`config.mk`:
```
export PLATFORM = sky130hd
export DESIGN_NAME = regm_host
export DESIGN_NICKNAME = d
export VERILOG_FILES = /design/src/rtl/regm_pkg.sv /design/src/rtl/regm_host.sv
export SDC_FILE = /design/constraint.sdc
export NUM_CORES = 1
export LEC_CHECK = 0
export BUFFER_PORTS_ARGS = -buffer_cell sky130_fd_sc_hd__buf_2
export CAP_MARGIN = 10
export CORE_ASPECT_RATIO = 0.75
export CORE_MARGIN = 3
export CORE_UTILIZATION = 49
export DETAILED_ROUTE_END_ITERATION = 8
export GPL_TIMING_DRIVEN = 0
export PLACE_DENSITY = 0.85
export SYNTH_ARGS = -nofsm -noshare
export SYNTH_HDL_FRONTEND = slang
export SYNTH_SLANG_ARGS = --single-unit
```
`constraint.sdc`:
```
create_clock -name sys_clk -period 3.9 [get_ports sys_clk]
set_input_delay 0.39 -clock sys_clk [delete_from_list [all_inputs] [get_ports sys_clk]]
set_output_delay 0.39 -clock sys_clk [all_outputs]
set_load 0.005 [all_outputs]
```
`src/rtl/regm_pkg.sv`:
```
// Shared definitions for the regm register store and its host-side bridge:
// default widths, the {id,data} store-word packing and the host FSM states.
package regm_pkg;

    localparam int REGM_ID_W   = 8;
    localparam int REGM_DATA_W = 32;

    typedef enum logic [1:0] {
        ST_IDLE    = 2'd0,
        ST_RD_WAIT = 2'd1,
        ST_RSP     = 2'd2
    } host_state_e;

    // Both ends of the store link must agree on this layout: id in the upper bits.
    function automatic logic [REGM_ID_W+REGM_DATA_W-1:0] pack_store(
        input logic [REGM_ID_W-1:0]   id,
        input logic [REGM_DATA_W-1:0] data
    );
        return {id, data};
    endfunction

endpackage

```
`src/rtl/regm_host.sv`:
```
// Initiator-side bridge to regm: turns valid/ready write/read commands into
// single-cycle store/request strobes and returns read results (with timeout).
module regm_host
    import regm_pkg::*;
#(
    parameter int ID_W    = REGM_ID_W,
    parameter int DATA_W  = REGM_DATA_W,
    parameter int TIMEOUT = 16
) (
    input  logic                   sys_clk,
    input  logic                   sys_rst,
    input  logic                   cmd_valid,
    output logic                   cmd_ready,
    input  logic                   cmd_wr,
    input  logic [ID_W-1:0]        cmd_id,
    input  logic [DATA_W-1:0]      cmd_wdata,
    output logic                   rsp_valid,
    input  logic                   rsp_ready,
    output logic [ID_W-1:0]        rsp_id,
    output logic [DATA_W-1:0]      rsp_rdata,
    output logic                   rsp_err,
    output logic                   store_data_f,
    output logic [ID_W+DATA_W-1:0] store_data,
    output logic                   req_id_f,
    output logic [ID_W-1:0]        req_id,
    input  logic [DATA_W-1:0]      req_data,
    input  logic                   req_data_f
);

    localparam int              CNT_W    = (TIMEOUT > 2) ? $clog2(TIMEOUT) : 1;
    localparam logic [CNT_W-1:0] CNT_LAST = CNT_W'(TIMEOUT - 1);

    host_state_e state, next_state;

    logic [CNT_W-1:0] cnt, cnt_d;
    logic [ID_W-1:0]  rd_id, rd_id_d;

    logic                   cmd_ready_d;
    logic                   rsp_valid_d;
    logic [ID_W-1:0]        rsp_id_d;
    logic [DATA_W-1:0]      rsp_rdata_d;
    logic                   rsp_err_d;
    logic                   store_data_f_d;
    logic [ID_W+DATA_W-1:0] store_data_d;
    logic                   req_id_f_d;
    logic [ID_W-1:0]        req_id_d;

    logic wr_fire, rd_fire, rd_done;

    // cmd_ready is registered, so it also gates acceptance in the first IDLE cycle after reset.
    assign wr_fire = (state == ST_IDLE) && cmd_valid && cmd_ready && cmd_wr;
    assign rd_fire = (state == ST_IDLE) && cmd_valid && cmd_ready && !cmd_wr;
    assign rd_done = (state == ST_RD_WAIT) && (req_data_f || (cnt == CNT_LAST));

    // NOTE: sequential state uses non-blocking assignments so every register
    // samples the pre-edge values, independent of statement order.
    always_ff @(posedge sys_clk) begin
        if (!sys_rst) begin
            state <= ST_IDLE;
        end else begin
            state <= next_state;
        end
    end

    always_comb begin
        // NOTE: default first so no path through the case leaves next_state unassigned (no latch).
        next_state = state;
        unique case (state)
            ST_IDLE:    if (rd_fire)   next_state = ST_RD_WAIT;
            ST_RD_WAIT: if (rd_done)   next_state = ST_RSP;
            ST_RSP:     if (rsp_ready) next_state = ST_IDLE;
            default:                   next_state = ST_IDLE;
        endcase
    end

    always_comb begin
        cmd_ready_d    = (next_state == ST_IDLE);
        rsp_valid_d    = (next_state == ST_RSP);
        rsp_id_d       = rsp_id;
        rsp_rdata_d    = rsp_rdata;
        rsp_err_d      = rsp_err;
        store_data_f_d = wr_fire;
        store_data_d   = '0;
        req_id_f_d     = rd_fire;
        req_id_d       = '0;
        rd_id_d        = rd_id;
        cnt_d          = '0;

        if (wr_fire) begin
            store_data_d = (ID_W+DATA_W)'(pack_store(REGM_ID_W'(cmd_id), REGM_DATA_W'(cmd_wdata)));
        end
        if (rd_fire) begin
            req_id_d = cmd_id;
            rd_id_d  = cmd_id;
        end
        if (state == ST_RD_WAIT) begin
            cnt_d = cnt + CNT_W'(1);
        end
        // Data arriving on the last wait cycle still wins over the timeout.
        if (rd_done) begin
            rsp_id_d    = rd_id;
            rsp_rdata_d = req_data_f ? req_data : '0;
            rsp_err_d   = !req_data_f;
        end
    end

    always_ff @(posedge sys_clk) begin
        if (!sys_rst) begin
            cnt          <= '0;
            rd_id        <= '0;
            cmd_ready    <= 1'b0;
            rsp_valid    <= 1'b0;
            rsp_id       <= '0;
            rsp_rdata    <= '0;
            rsp_err      <= 1'b0;
            store_data_f <= 1'b0;
            store_data   <= '0;
            req_id_f     <= 1'b0;
            req_id       <= '0;
        end else begin
            cnt          <= cnt_d;
            rd_id        <= rd_id_d;
            cmd_ready    <= cmd_ready_d;
            rsp_valid    <= rsp_valid_d;
            rsp_id       <= rsp_id_d;
            rsp_rdata    <= rsp_rdata_d;
            rsp_err      <= rsp_err_d;
            store_data_f <= store_data_f_d;
            store_data   <= store_data_d;
            req_id_f     <= req_id_f_d;
            req_id       <= req_id_d;
        end
    end

endmodule

```
==> results_dict.tcl, run 1 <==
set metrics [dict create \
    run_status "finished clean" \
    p_total_mw 1.94 \
    max-slew-margin-rel 0.719 \
    syn_nets 417 \
    fp.coreArea_sq_um 6900 \
    path_cells "ha_1 > a31oi_2 > buf_2 > o21ai_0 > a21boi_1" \
    drtAntennaViolNets 0 \
    cts_resized 0 \
    drt_iter0_drc 104 \
    first_global_vias 2932 \
    cts_max_level 3 \
    hold_violations 0 \
    seqCellArea_sq_um 2140 \
    drive_gt1_frac 0.406 \
    routed.top_layer "met4" \
    die_x_microns 104 \
    port_buffers 170 \
    yosysMostFrequentCell "dfxtp_1" \
    multi_input_area_sq_um 1260 \
    layout.cells.non_filler 622 \
    dieArea_sq_um 8290 \
    slew_violations 0 \
    viasPerCell 4.81 \
    syn_inst 338 \
    period_share 0.400 \
    grt_overflow 0 \
    place_hpwl_mm 6.80 \
    wl_met1_mm 3.93 \
    crit_slowest_cell "dfxtp_1" \
    die_y_microns 79.6 \
    postCtsSetupBuffers 0 \
    dp_cells 606 \
    irDropWorstVdd_mv 0.216 \
    fin_nets 598 \
    yosysTopAreaCellShare 0.605 \
    post-route-drc-count 0 \
    met2WireLength_mm 4.36 \
    num_vias 2989 \
    ys.flop_type "dfxtp_1" \
    start_kind "flop" \
    crit_arrival_ns 1.85 \
    netlist_area_sq_um 3540 \
    yosysSeqAreaShare 0.605 \
    yosys.area.top_type "dfxtp_1" \
    yosysWarningCount 0 \
    firstDrtPassIters 6 \
    areaGrowthSynthToFinish_pct 33.4 \
    power_density_nw_per_um2 411 \
    grt_pass1_wl_mm 14.3 \
    clock_skew_ns 0.00792 \
    clk_pin_slew_worst_paths_ns 0.10 \
    start_util 0.513 \
    ys_ff_latch 107 \
    worst_pin_slew_ns 0.420 \
    synth_edf_count 0 \
    ioPinCount 171 \
    cp_max_fo 10 \
    crit_type "flop to flop" \
    rsz0062_at_grt "no" \
    synthArstFlopShare 0 \
    clock_path_buffers 2 \
    min_path_type "input port to flop" \
    clock_latency_ns 0.36 \
    setup_tns_ns 0 \
    ctsHoldBuffers 0 \
    synth_area_per_cell_sq_um 10.5 \
    timing.fmax_mhz 641 \
    cts-root-buf "clkbuf_8" \
    num_rows 26 \
    grt_usage 0.215 \
    fillers 564 \
    cts_tree "yes" \
    final_util 0.685 \
    cp-end-kind "flop" \
    cts.sinks 107 \
    antenna_found_initial 0 \
    period_needed_ns 1.56 \
    power.leakage_nw 2.27 \
    cts_made_buffers 9 \
    critical_path_required_ns 4.19 \
    netlist_top_cells_count "107 x dfxtp_1, 48 x and2_1, 41 x o21ai_0, 40 x a21boi_1, 35 x nand2_1" \
    gp_congestion 0.812 \
    slowest_delay_ns 0.34 \
    wl_per_cell_microns 14.2 \
    ys_types 32 \
    holdWs_ns 0.224 \
    setup_viol 0 \
    routed_wirelength_mm 8.84 \
    drv_cap 0 \
    grt_start_max_net_pins 19 \
    wl_met3_microns 504 \
    antennaDiodeCount 0 \
    synth.area.top_cells "dfxtp_1 60%, a21boi_1 8.5%, and2_1 8.5%" \
]
-- worst max-delay path: cells and delay by family, from the launching register on --
| family | cells | cell delay (ns) |
|---|---|---|
| adder cells (fa/ha/maj) | 1 | 0.26 |
| buffers and inverters | 1 | 0.28 |
| flip-flops | 1 | 0.34 |
| AO/OA/AOI/OAI | 3 | 0.61 |
-- cells by family (layout without fill, tap and decap cells) --
kind of cell,after synthesis,after routing,share of synthesized area
AOI/OAI and AO/OA,97,97,0.183
xor gates and xnor gates,2,2,0.00495
adders and majority gates,1,1,0.00353
buffers and inverters,25,211,0.0385
DFF,107,107,0.605
and+or+nand+nor,106,106,0.165
-- power breakdown --
group	switching [mW]	total [mW]	internal [mW]	leakage [nW]
logic	0.0606	0.125	0.0639	1.30
clock network	0.378	0.700	0.323	0.105
registers	0.00687	1.12	1.11	0.865
-- sequential cells by signal, summed over array words and instances (netlist names) --
signal	cells
store_data_f	1
rsp_err	1
req_id_f	1
req_id	8
rsp_valid	1
state	2
store_data	40
cmd_ready	1
rd_id	8
cnt	4
rsp_rdata	32
rsp_id	8
-- per-layer routing --
metal	vias up	track usage
li1	1494	-
met1	1371	0.265
met2	117	0.385
met3	7	0.0574
met4	0	0.0398
met5	-	0
-- cell type report --
| type | instances | share of cell area |
|---|---|---|
| plain buffers | 25 | 0.0289 |
| multi-input cells | 206 | 0.267 |
| well taps | 98 | 0.0260 |
| repair buffers | 170 | 0.180 |
| flip-flops and latches | 107 | 0.454 |
| clock buffers | 10 | 0.0291 |
| clock inverters | 6 | 0.0151 |
-- layout by cell type (no fill, tap or decap), types with 2 or more instances in the layout --
| cell type | synthesis | routed |
|---|---|---|
| buf_2 | 10 | 180 |
| a22o_1 | 8 | 8 |
| o32ai_1 | 2 | 2 |
| dfxtp_1 | 107 | 107 |
| clkbuf_8 | 0 | 10 |
| nand2_1 | 35 | 35 |
| clkbuf_2 | 6 | 6 |
| nor2_1 | 4 | 4 |
| and2_1 | 48 | 48 |
| clkbuf_1 | 4 | 4 |
| nand3_1 | 10 | 10 |
| o21ai_0 | 41 | 41 |
| buf_4 | 4 | 4 |
| inv_6 | 0 | 2 |
| a21boi_1 | 40 | 40 |
-- worst paths after layout --
path	slack [ns]	end	start	depth (start not counted)
worst min-delay path	0.22	store_data[7]$_SDFF_PN0_	cmd_wdata[7]	2
worst max register to register	2.34	rsp_id[6]$_SDFFE_PN0P_	cnt[0]$_SDFF_PN0_	5
worst min register to register	0.46	cnt[0]$_SDFF_PN0_	cnt[0]$_SDFF_PN0_	1
worst max-delay path	2.34	rsp_id[6]$_SDFFE_PN0P_	cnt[0]$_SDFF_PN0_	5
-- metrics by stage --
| step | instance area, sq um | setup slack (ns) |
|---|---|---|
| floorplan | 3540 | 2.63 |
| global placement | 4510 | 2.40 |
| detailed placement | 4510 | 2.36 |
| CTS | 4720 | 2.32 |
| global route | 4720 | 2.20 |
| finish | 4720 | 2.34 |
(Power assumes the default switching activity.)
==> inputs of run 2 (changes only) <==
ABC_AREA = 1   (was default)
CORE_UTILIZATION = 45   (was 49)
PLACE_DENSITY = 0.79   (was 0.85)
clock period = 1.6 ns   (was 3.9 ns; I/O delays follow)
==> results_dict.tcl, run 2 <==
set metrics [dict create \
    run_status "finished clean" \
    setup_tns_ns 0 \
    slowest_delay_ns 0.37 \
    gp_congestion 0.787 \
    clock_latency_ns 0.36 \
    reg2regPathDepth 7 \
    start_kind "flop" \
    drtAntennaViolNets 0 \
    cts.sinks 107 \
    layout_commonest_cell "buf_2" \
    synth_area_per_cell_sq_um 8.72 \
    cts_resized 0 \
    crit_family "simple AND/OR/NAND/NOR gates" \
    crit_type "flop to flop" \
    hold_violations 0 \
    min-delay-start "cmd_wdata[28]" \
    power.leakage_nw 2.63 \
    cts_max_level 3 \
    wl_per_cell_microns 13.0 \
    whs_path_depth 3 \
    dp_cells 672 \
    antennaDiodeCount 0 \
    slew_violations 0 \
    viasPerCell 4.63 \
    yosysSeqAreaShare 0.611 \
    holdWs_ns 0.0208 \
    irDropWorstVdd_mv 0.798 \
    dieArea_sq_um 8900 \
    areaGrowthSynthToFinish_pct 42.4 \
    worst_pin_slew_ns 0.509 \
    grt_start_max_net_pins 19 \
    yosysMostFrequentCell "dfxtp_1" \
    grt_pass1_wl_mm 14.3 \
    r2r-end "rsp_rdata[16]$_SDFFE_PN0P_" \
    routed_wirelength_mm 9.33 \
    cp-end-kind "flop" \
    clock_path_buffers 2 \
    reg2reg_from "cnt[0]$_SDFF_PN0_" \
    ctsHoldBuffers 29 \
    setup_viol 0 \
    place_hpwl_mm 6.82 \
    period_needed_ns 1.36 \
    clk_pin_slew_worst_paths_ns 0.10 \
    fp.coreArea_sq_um 7470 \
    drv_cap 0 \
    cp_num_buf_inv 1 \
    cts_made_buffers 9 \
    ys.flop_type "dfxtp_1" \
    synth_edf_count 0 \
    cp_max_fo 10 \
    p_total_mw 4.90 \
    final_cell_mix "174 x buf_2, 107 x dfxtp_1, 58 x nand2_1" \
    largest_registers "store_data x40, rsp_rdata x32" \
    ys_types 22 \
    period_share 0.853 \
    synth.area.top_cells "dfxtp_1 61%, nand3_1 7.4%, a21oi_1 6.4%" \
    cts_tree "yes" \
    crit_arrival_ns 1.60 \
    netlist_area_sq_um 3510 \
    yosysWarningCount 0 \
    regMostFlops "store_data" \
    firstDrtPassIters 4 \
    clock_skew_ns 0.00743 \
    postCtsSetupBuffers 0 \
    yosysTopAreaCellShare 0.611 \
    drt_iter0_drc 168 \
    fin_nets 690 \
    syn_nets 481 \
    rsz0062_at_grt "no" \
    ys_ff_latch 107 \
    largest_register_ffs 40 \
    min_path_type "input port to flop" \
    yosys.area.top_type "dfxtp_1" \
    port_buffers 169 \
    ioPinCount 171 \
    grt_overflow 0 \
    power_density_nw_per_um2 982 \
    synthArstFlopShare 0 \
    antenna_found_initial 0 \
    timing.fmax_mhz 733 \
    first_global_vias 3165 \
    reg2reg_slack_ns 0.24 \
    hold_end "store_data[28]$_SDFF_PN0_" \
    die_x_microns 108 \
    crit_slowest_cell "dfxtp_1" \
    critical_path_required_ns 1.84 \
    die_y_microns 82.5 \
    start_util 0.470 \
    max-slew-margin-rel 0.661 \
    cts-root-buf "clkbuf_8" \
    num_vias 3320 \
    post-route-drc-count 0 \
    layout.cells.non_filler 717 \
    fillers 600 \
    drive_gt1_frac 0.338 \
    path_cells "ha_1 > nand3_2 > nand2_4 > nand2_8 > buf_6 > nand2_1 > a21oi_1" \
    grt_usage 0.205 \
    syn_inst 402 \
    num_rows 27 \
    netlist_top_cells_count "107 x dfxtp_1, 58 x nand2_1, 56 x inv_1, 52 x nand3_1, 48 x nor2_1" \
]
[run 2: area by class of cell]
cell class | instances | area, sq um | share of cell area
buffer | 22 | 156 | 0.0313
timing repair buffer | 198 | 1140 | 0.228
sequential | 107 | 2140 | 0.429
multi-input combinational | 214 | 986 | 0.197
clock inverter | 6 | 96.3 | 0.0193
clock buffer | 10 | 128 | 0.0256
inverter | 59 | 223 | 0.0446
tap | 101 | 126 | 0.0253
[run 2: worst max-delay path by stage]
stage,from,to,cells after the start
after floorplan,cnt[0]$_SDFF_PN0_,rsp_rdata[4]$_SDFFE_PN0P_,7
after global placement,cnt[0]$_SDFF_PN0_,rsp_id[6]$_SDFFE_PN0P_,7
after detailed placement,cnt[0]$_SDFF_PN0_,rsp_rdata[0]$_SDFFE_PN0P_,7
after CTS,cnt[0]$_SDFF_PN0_,rsp_rdata[0]$_SDFFE_PN0P_,7
after global routing,cnt[0]$_SDFF_PN0_,rsp_rdata[16]$_SDFFE_PN0P_,7
final,cnt[0]$_SDFF_PN0_,rsp_rdata[16]$_SDFFE_PN0P_,7
[run 2: report_power, final]
part / switching, mW / internal, mW / total [mW]
logic: 0.186 / 0.189 / 0.375
registers: 0.0191 / 2.71 / 2.73
clock network: 0.899 / 0.902 / 1.80
[run 2: logic make-up (layout without fill, tap and decap cells)]
kind of cell | count (synthesis) | count (layout) | synth area share
and+or+nand+nor | 165 | 165 | 0.208
adders and majority gates | 1 | 1 | 0.00357
DFF | 107 | 107 | 0.611
AOI/OAI and AO/OA | 47 | 47 | 0.0671
xor gates and xnor gates | 1 | 1 | 0.00250
buffers and inverters | 81 | 295 | 0.108
[run 2: tightest hold or removal path: stages]
cell and delay, ns:
buf_2 0.09, inv_1 0.04, nor2_1 0.04
[run 2: per-layer routing]
metal	routed length [microns]	global-route usage
met1	3740	0.243
met2	4640	0.356
met3	804	0.0699
met4	144	0.0643
met5	0	0
[run 2: stage by stage]
| step | instance area (sq um) | setup slack, ns | util |
|---|---|---|---|
| after floorplan | 3510 | 0.408 | - |
| after global placement | 4480 | 0.293 | 0.600 |
| after detailed placement | 4480 | 0.255 | 0.600 |
| after CTS | 4990 | 0.240 | 0.669 |
| after global routing | 4990 | 0.147 | 0.669 |
| final | 4990 | 0.236 | 0.669 |
==> inputs of run 3 (changes only) <==
CORE_MARGIN = 2   (was 3)
==> results_dict.tcl, run 3 (synthesized netlist as in run 2, its figures left out) <==
set metrics [dict create \
    period_share 0.836 \
    path_cells "ha_1 > nand3_2 > nand2_4 > nand2_8 > buf_6 > nand2_1 > a21oi_1" \
    reg2reg_from "cnt[0]$_SDFF_PN0_" \
    clock_latency_ns 0.36 \
    max-slew-margin-rel 0.675 \
    num_rows 27 \
    cts_max_level 3 \
    crit_slowest_cell "dfxtp_1" \
    cp_max_fo 10 \
    die_x_microns 106 \
    drt_iter0_drc 208 \
    postCtsSetupBuffers 0 \
    hold_violations 0 \
    num_vias 3287 \
    areaGrowthSynthToFinish_pct 41.5 \
    power_density_nw_per_um2 925 \
    drive_gt1_frac 0.337 \
    crit_type "flop to flop" \
    irDropWorstVdd_mv 0.548 \
    worst_pin_slew_ns 0.487 \
    place_ws_ns 0.268 \
    drv_cap 0 \
    cp_num_buf_inv 1 \
    dieArea_sq_um 8520 \
    min-delay-start "cmd_id[2]" \
    final_cell_mix "174 x buf_2, 107 x dfxtp_1, 58 x nand2_1" \
    fin_nets 692 \
    viasPerCell 4.58 \
    routed_wirelength_mm 9.43 \
    cts_tree "yes" \
    start_util 0.472 \
    crit_family "simple AND/OR/NAND/NOR gates" \
    clock_skew_ns 0.0132 \
    slew_violations 0 \
    fp.coreArea_sq_um 7430 \
    post-route-drc-count 0 \
    clock_path_buffers 2 \
    layout.cells.non_filler 718 \
    wl_per_cell_microns 13.1 \
    ctsHoldBuffers 31 \
    clk_pin_slew_worst_paths_ns 0.11 \
    port_buffers 169 \
    min_path_type "input port to flop" \
    cp-end-kind "flop" \
    cts.sinks 107 \
    run_status "finished clean" \
    cts_resized 0 \
    fin_ws_ns 0.263 \
    grt_start_max_net_pins 19 \
    largest_registers "store_data x40, rsp_rdata x32" \
    firstDrtPassIters 4 \
    rsz0062_at_grt "no" \
    gp_congestion 0.770 \
    setup_tns_ns 0 \
    layout_commonest_cell "buf_2" \
    antennaDiodeCount 0 \
    antenna_found_initial 0 \
    critical_path_required_ns 1.83 \
    die_y_microns 80.5 \
    largest_register_ffs 40 \
    setup_viol 0 \
    timing.fmax_mhz 748 \
    ioPinCount 171 \
    period_needed_ns 1.34 \
    slowest_delay_ns 0.37 \
    dp_cells 672 \
    crit_arrival_ns 1.56 \
    grt_overflow 0 \
    grt_pass1_wl_mm 14.8 \
    drtAntennaViolNets 0 \
    grt_usage 0.222 \
    power.leakage_nw 2.61 \
    start_kind "flop" \
    first_global_vias 3204 \
    regMostFlops "store_data" \
    place_hpwl_mm 6.55 \
    crit_start "cnt[0]$_SDFF_PN0_" \
    cts_made_buffers 9 \
    cts-root-buf "clkbuf_8" \
]
run 3: path summary, 6_finish.rpt:
check | cells past startpoint | slack (ns) | endpoint
worst min-delay path | 3 | 0.01 | store_data[34]$_SDFF_PN0_
worst max-delay path | 7 | 0.26 | rsp_rdata[9]$_SDFFE_PN0P_
worst min register to register | 2 | 0.45 | rsp_err$_SDFFE_PN0P_
worst max register to register | 7 | 0.26 | rsp_rdata[9]$_SDFFE_PN0P_
run 3: through the flow:
stage          total power [mW]  utilization  area [sq um]  hold slack [ns]
3_3_place_gp               3.09        0.603          4480            0.372
5_1_grt                    4.78        0.668          4960          0.00681
4_1_cts                    4.63        0.668          4960          0.00256
2_1_floorplan              2.93            -          3510            0.272
3_5_place_dp               3.10        0.603          4480            0.378
6_report                   4.59        0.668          4960           0.0149
run 3: cell type report:
cell class / count / area, sq um
plain buffers: 22 / 156
clock buffers: 9 / 124
fillers: 629 / 2470
well taps: 101 / 126
flip-flops and latches: 107 / 2140
inverters: 59 / 223
multi-input cells: 214 / 986
clock inverters: 6 / 50.0
repair buffers: 200 / 1160
run 3: worst reg2reg max path: cells and delay by family (launching register included):
kind | cells | cell delay [ns]
AOI/OAI and AO/OA | 1 | 0.06
adders and majority gates | 1 | 0.20
buffers and inverters | 1 | 0.15
DFF | 1 | 0.37
and+or+nand+nor | 4 | 0.43
run 3: power by group:
part	total (mW)	leakage, nW	internal, mW	switching (mW)
sequential	2.73	0.865	2.71	0.0189
clock	1.48	0.0876	0.577	0.905
combinational	0.380	1.66	0.192	0.188
total	4.59	2.61	3.48	1.11
run 3: per-layer routing:
layer | GRT usage | wire, microns
met3 | 0.0584 | 616
met1 | 0.251 | 3900
met2 | 0.412 | 4770
met4 | 0.0711 | 136
met5 | 0 | 0
